--- src/rtl/sar_search_pkg.sv ---
// Comparator relation codes and FSM encoding shared by the SAR search engine
// and the magnitude comparator it drives.
package sar_search_pkg;

  // Comparator code: relation of target to guess.
  localparam logic [1:0] CmpEq  = 2'b00;
  localparam logic [1:0] CmpGt  = 2'b01;
  localparam logic [1:0] CmpLt  = 2'b10;
  localparam logic [1:0] CmpBad = 2'b11;

  typedef enum logic [1:0] {
    StIdle   = 2'b00,
    StProbe  = 2'b01,
    StUpdate = 2'b10,
    StDone   = 2'b11
  } sar_state_e;

endpackage

--- src/rtl/sar_search.sv ---
// Successive-approximation binary search over a 4-bit target, driving the probe
// operand of an external combinational magnitude comparator.
module sar_search
  import sar_search_pkg::*;
(
  input  logic       clk,
  input  logic       rst,
  input  logic       start,
  input  logic [1:0] cmp,
  output logic [3:0] guess,
  output logic       busy,
  output logic       done,
  output logic [3:0] result,
  output logic [2:0] steps,
  output logic       err
);

  sar_state_e state_q, state_d;
  logic [4:0] lo_q, lo_d;
  logic [4:0] hi_q, hi_d;
  logic [3:0] guess_q, guess_d;
  logic [3:0] result_q, result_d;
  logic [2:0] steps_q, steps_d;
  logic       err_q, err_d;
  logic [4:0] mid_sum;

  always_ff @(posedge clk) begin
    if (rst) begin
      state_q  <= StIdle;
      lo_q     <= 5'd0;
      hi_q     <= 5'd15;
      guess_q  <= 4'd0;
      result_q <= 4'd0;
      steps_q  <= 3'd0;
      err_q    <= 1'b0;
    end else begin
      state_q  <= state_d;
      lo_q     <= lo_d;
      hi_q     <= hi_d;
      guess_q  <= guess_d;
      result_q <= result_d;
      steps_q  <= steps_d;
      err_q    <= err_d;
    end
  end

  // lo and hi never exceed 15 here, so the 5-bit sum cannot overflow.
  assign mid_sum = lo_q + hi_q;

  always_comb begin
    state_d  = state_q;
    lo_d     = lo_q;
    hi_d     = hi_q;
    guess_d  = guess_q;
    result_d = result_q;
    steps_d  = steps_q;
    err_d    = err_q;
    unique case (state_q)
      StIdle, StDone: begin
        if (start) begin
          lo_d    = 5'd0;
          hi_d    = 5'd15;
          guess_d = 4'd7;
          steps_d = 3'd1;
          err_d   = 1'b0;
          state_d = StProbe;
        end
      end
      StProbe: begin
        unique case (cmp)
          CmpEq: begin
            result_d = guess_q;
            state_d  = StDone;
          end
          CmpGt: begin
            if (guess_q == 4'd15) begin
              err_d   = 1'b1;
              state_d = StDone;
            end else begin
              lo_d    = {1'b0, guess_q} + 5'd1;
              state_d = StUpdate;
            end
          end
          CmpLt: begin
            if (guess_q == 4'd0) begin
              err_d   = 1'b1;
              state_d = StDone;
            end else begin
              hi_d    = {1'b0, guess_q} - 5'd1;
              state_d = StUpdate;
            end
          end
          default: begin
            err_d   = 1'b1;
            state_d = StDone;
          end
        endcase
      end
      StUpdate: begin
        // An empty interval means the comparator answered inconsistently.
        if (lo_q > hi_q) begin
          err_d   = 1'b1;
          state_d = StDone;
        end else begin
          guess_d = mid_sum[4:1];
          steps_d = steps_q + 3'd1;
          state_d = StProbe;
        end
      end
      default: state_d = StIdle;
    endcase
  end

  always_comb begin
    busy = (state_q == StProbe) || (state_q == StUpdate);
    done = (state_q == StDone);
  end

  assign guess  = guess_q;
  assign result = result_q;
  assign steps  = steps_q;
  assign err    = err_q;

endmodule

--- config.mk ---
export PLATFORM = sky130hd
export DESIGN_NAME = sar_search
export DESIGN_NICKNAME = d
export VERILOG_FILES = /design/src/rtl/sar_search_pkg.sv /design/src/rtl/sar_search.sv
export SDC_FILE = /design/constraint.sdc
export NUM_CORES = 1
export LEC_CHECK = 0
export CAP_MARGIN = 10
export CELL_PAD_IN_SITES_DETAIL_PLACEMENT = 1
export CELL_PAD_IN_SITES_GLOBAL_PLACEMENT = 1
export CORE_MARGIN = 2
export CORE_UTILIZATION = 41
export DETAILED_ROUTE_END_ITERATION = 10
export GPL_ROUTABILITY_DRIVEN = 0
export PLACE_DENSITY_LB_ADDON = 0.1
export SYNTH_ARGS = -nofsm -noshare
export SYNTH_HDL_FRONTEND = slang
export SYNTH_SLANG_ARGS = --single-unit
--- constraint.sdc ---
create_clock -name clk -period 2.3 [get_ports clk]
set_input_delay 0.46 -clock clk [delete_from_list [all_inputs] [get_ports clk]]
set_output_delay 0.46 -clock clk [all_outputs]
set_load 0.02 [all_outputs]
==> results list <==
- Summed over its instances, the top area cell type makes up around 31% of the synthesized netlist area.
- Max Buffers Root-to-Sink: 2
- The number of antenna diodes in the final layout is 0.
* Placed inst area: 0.00177 mm^2
* Number of I/O port buffers: 18
- Maximum resistive drop on vdd: 0.000405 V
- Compared with the post-synthesis result, the final layout area differs by 19.4%.
- For this run, the total global-route usage over all layers was measured as about a fifth.
- Setup repair after global routing left no endpoint under its margin.
* WL final: 3.77 mm
- Routed length per placed instance: between 15 and 20 um
- The die is 65.4 um wide.
- Die Y: roughly 65 um
- Pre-Repair DR Iteration Count: 4
- Initial Utilization: 42.5%
- Top cells by count, synth: sky130_fd_sc_hd__dfxtp_1 (24), sky130_fd_sc_hd__ha_1 (18), sky130_fd_sc_hd__inv_1 (18), sky130_fd_sc_hd__nand2_1 (15), sky130_fd_sc_hd__a21oi_1 (14)
- The total count of hold-check failures in the final report was 0.
* Antenna Violating Nets Remaining: 0
- After the first detailed-routing iteration, the DRC count stood at 61.
- Count of nets after finishing: between 200 and 250
- The worst path meets setup with 0.230 ns of slack.
- The first global-routing pass estimated 6.49 mm of wire.
* Worst-Skew Late Latency: 0.28 ns
* Power density over cell area: 1090 mW/mm^2
- After clock tree synthesis, the clock-pin slew on the worst setup and hold paths is roughly 0.09 ns.
* Number of enable-type register cells in the synthesized netlist: 0
* I/O Pins: 19
* Sequential cell area fraction in the yosys report: 31.1%
- Maximum net fanout on the critical path: 7
* Vias in the first global route: approximately 1400
- Biggest area consumer among synthesized cells: sky130_fd_sc_hd__dfxtp_1
- The wire-length estimate of the detail-placed layout is 2.99 mm.
* Flip-flop and latch count after synthesis: 24
- Cells with a size suffix above 1 make up about 10% of the layout.
* Maximum clock skew at final layout: 0.00930 ns
* Endpoint kind of the worst setup timing path: output port
- For this run, design rule violations remaining after detail routing come to 0.
- Cell count after synthesis: roughly 180
- Peak clock frequency supported by timing: just under 500 MHz
- Syn Std Cell Area: 0.00154 mm^2
- The finished cells cover 0.00184 mm^2.
* Aggregate global routing overflow: 0
- Number of buffers added by the clock tree synthesis step: 3
* Die area: roughly 0.0043 mm^2
- CTS built an H-tree with a depth of 1.
- Yosys instantiated no cell more often than sky130_fd_sc_hd__dfxtp_1.
- # rows: 22
- After clock tree synthesis, the setup repair step added 0 buffers.
* Ys Warns: 0
- Of the available clock period, the critical path in the final layout requires between 80 and 90%.
- Setup violations remaining at the end of the flow were counted as 0.
- The max-slew violation count came to 0.
- Maximum number of pins on one net before global-route repair: 18
- Data arrival time of the critical path: between 1.5 and 2 ns
- Status: finished, final reports clean
- Final total negative setup slack: 0 ns
- Hold timing on the final database bottoms out at a slack of 0.451 ns.
* Placeable core region: 0.00363 mm^2
- The smallest clock period supported by the final layout is computed as 2.07 ns.
* Sort of element at the start of the critical path: flop
- Ranking of synthesized cells by area: sky130_fd_sc_hd__dfxtp_1 (31%), sky130_fd_sc_hd__ha_1 (15%), sky130_fd_sc_hd__a21oi_1 (4.5%)
* Critical path class: reg2out
* Ratio of routed vias to standard cells: 5.45
* Post-cts hold buffer count: 0
- In this run, distinct cell masters in the synthesized netlist total 45.
- Static leakage: ~0.75 nW
* CP required: about 1.8 ns
- For the pin with the worst max-slew slack, the measured transition is 0.460 ns.
- Mean instance size in the synthesized netlist: 8.72 um^2
* CTS tree: yes
- Fraction of the core area covered by cells at the end of the flow: a little over 50%
- Initial antenna violation count: 0
* Vias post-DR: about 1300
- Class of the most critical hold timing path: reg2reg
- Of all flip-flops after synthesis, the portion carrying an async set or reset was 0%.
- Net count after synthesis: 201
- CTS saw 24 sinks.
- Relative max-transition margin: 69.3%
- Setup slack at placement: 0.161 ns
* Clock root buffer: sky130_fd_sc_hd__clkbuf_8
* Synth Flop Type: sky130_fd_sc_hd__dfxtp_1
- Across the run, the number of max-cap violations was 0.
-- layout by cell type, fill, tap and decap left out, types with 2 or more instances in the layout --
cell type	n
sky130_fd_sc_hd__o21ai_1	5
sky130_fd_sc_hd__clkdlybuf4s50_1	17
sky130_fd_sc_hd__nand2b_1	2
sky130_fd_sc_hd__o21bai_1	2
sky130_fd_sc_hd__and2_1	3
sky130_fd_sc_hd__mux2i_1	5
sky130_fd_sc_hd__a21oi_1	14
sky130_fd_sc_hd__nand4_1	6
sky130_fd_sc_hd__xor2_1	2
sky130_fd_sc_hd__o21a_1	2
sky130_fd_sc_hd__nor2_1	5
sky130_fd_sc_hd__o21ai_0	5
sky130_fd_sc_hd__dfxtp_1	24
sky130_fd_sc_hd__nor3_1	2
sky130_fd_sc_hd__buf_4	4
sky130_fd_sc_hd__ha_1	18
sky130_fd_sc_hd__clkbuf_8	3
sky130_fd_sc_hd__nor2b_1	2
sky130_fd_sc_hd__xnor2_1	5
sky130_fd_sc_hd__a311oi_1	3
sky130_fd_sc_hd__nand2_1	15
sky130_fd_sc_hd__inv_1	18
sky130_fd_sc_hd__nand3_1	9
sky130_fd_sc_hd__a211oi_1	2
-- worst paths after layout --
path                                 start  endpoint  slack (ns)  depth (start not counted)
worst max-delay path            state_q[0]      busy        0.23                          4
worst min-delay path               hi_q[4]   hi_q[4]        0.45                          2
worst max register to register  state_q[0]  guess[0]        0.26                          7
worst min register to register     hi_q[4]   hi_q[4]        0.45                          2
-- stage by stage --
stage                     std cells  total power [mW]
final                           243              2.01
after detailed placement        239              1.65
after floorplan                 177              1.32
after global routing            243              2.16
after global placement          239              1.61
after CTS                       243              2.02
-- power by group --
group / switching [mW] / internal, mW / total (mW)
combinational: 0.565 / 0.439 / 1.00
clock: 0.147 / 0.233 / 0.380
sequential: 0.129 / 0.497 / 0.626
total: 0.841 / 1.17 / 2.01
-- cell families after synthesis --
logic type	synth area share, %
and+or+nand+nor	17.7
AOI/OAI and AO/OA	21.1
buffers and inverters	7.05
DFF	31.1
adders and majority gates	15.9
xor gates and xnor gates	3.97
muxes	3.24
-- cell type report --
class	instances	area, um^2
inverters	18	67.6
fillers	454	1790
well taps	48	60.1
clock buffers	3	41.3
flip-flops and latches	24	480
multi-input cells	127	955
repair buffers	22	209
clock inverters	1	30.0
-- repair_timing --
item | in CTS | in global routing
hold endpoints to repair | 0 | 0
gates resized for setup | 1 | 0
setup endpoints to repair | 1 | 0
-- critical path, stage by stage (launching register included) --
cell,delay (ns)
sky130_fd_sc_hd__dfxtp_1,0.40
sky130_fd_sc_hd__inv_1,0.06
sky130_fd_sc_hd__ha_1,0.39
sky130_fd_sc_hd__inv_1,0.13
sky130_fd_sc_hd__dlygate4sd2_1,0.34
-- sequential cells by signal, summed over array words and instances (netlist names) --
signal / flops
guess: 4
result: 4
state_q: 2
err: 1
hi_q: 5
steps: 3
lo_q: 5
-- layer usage --
metal / global-route usage, % / vias up / part of all wire, %
met5: 0 / - / 0
met4: 4.43 / 0 / 0.90
met3: 2.57 / 5 / 2.1
met2: 34.6 / 15 / 50
met1: 25.3 / 648 / 47
li1: - / 657 / -
No activity file was read; power rests on OpenSTA's default activity.
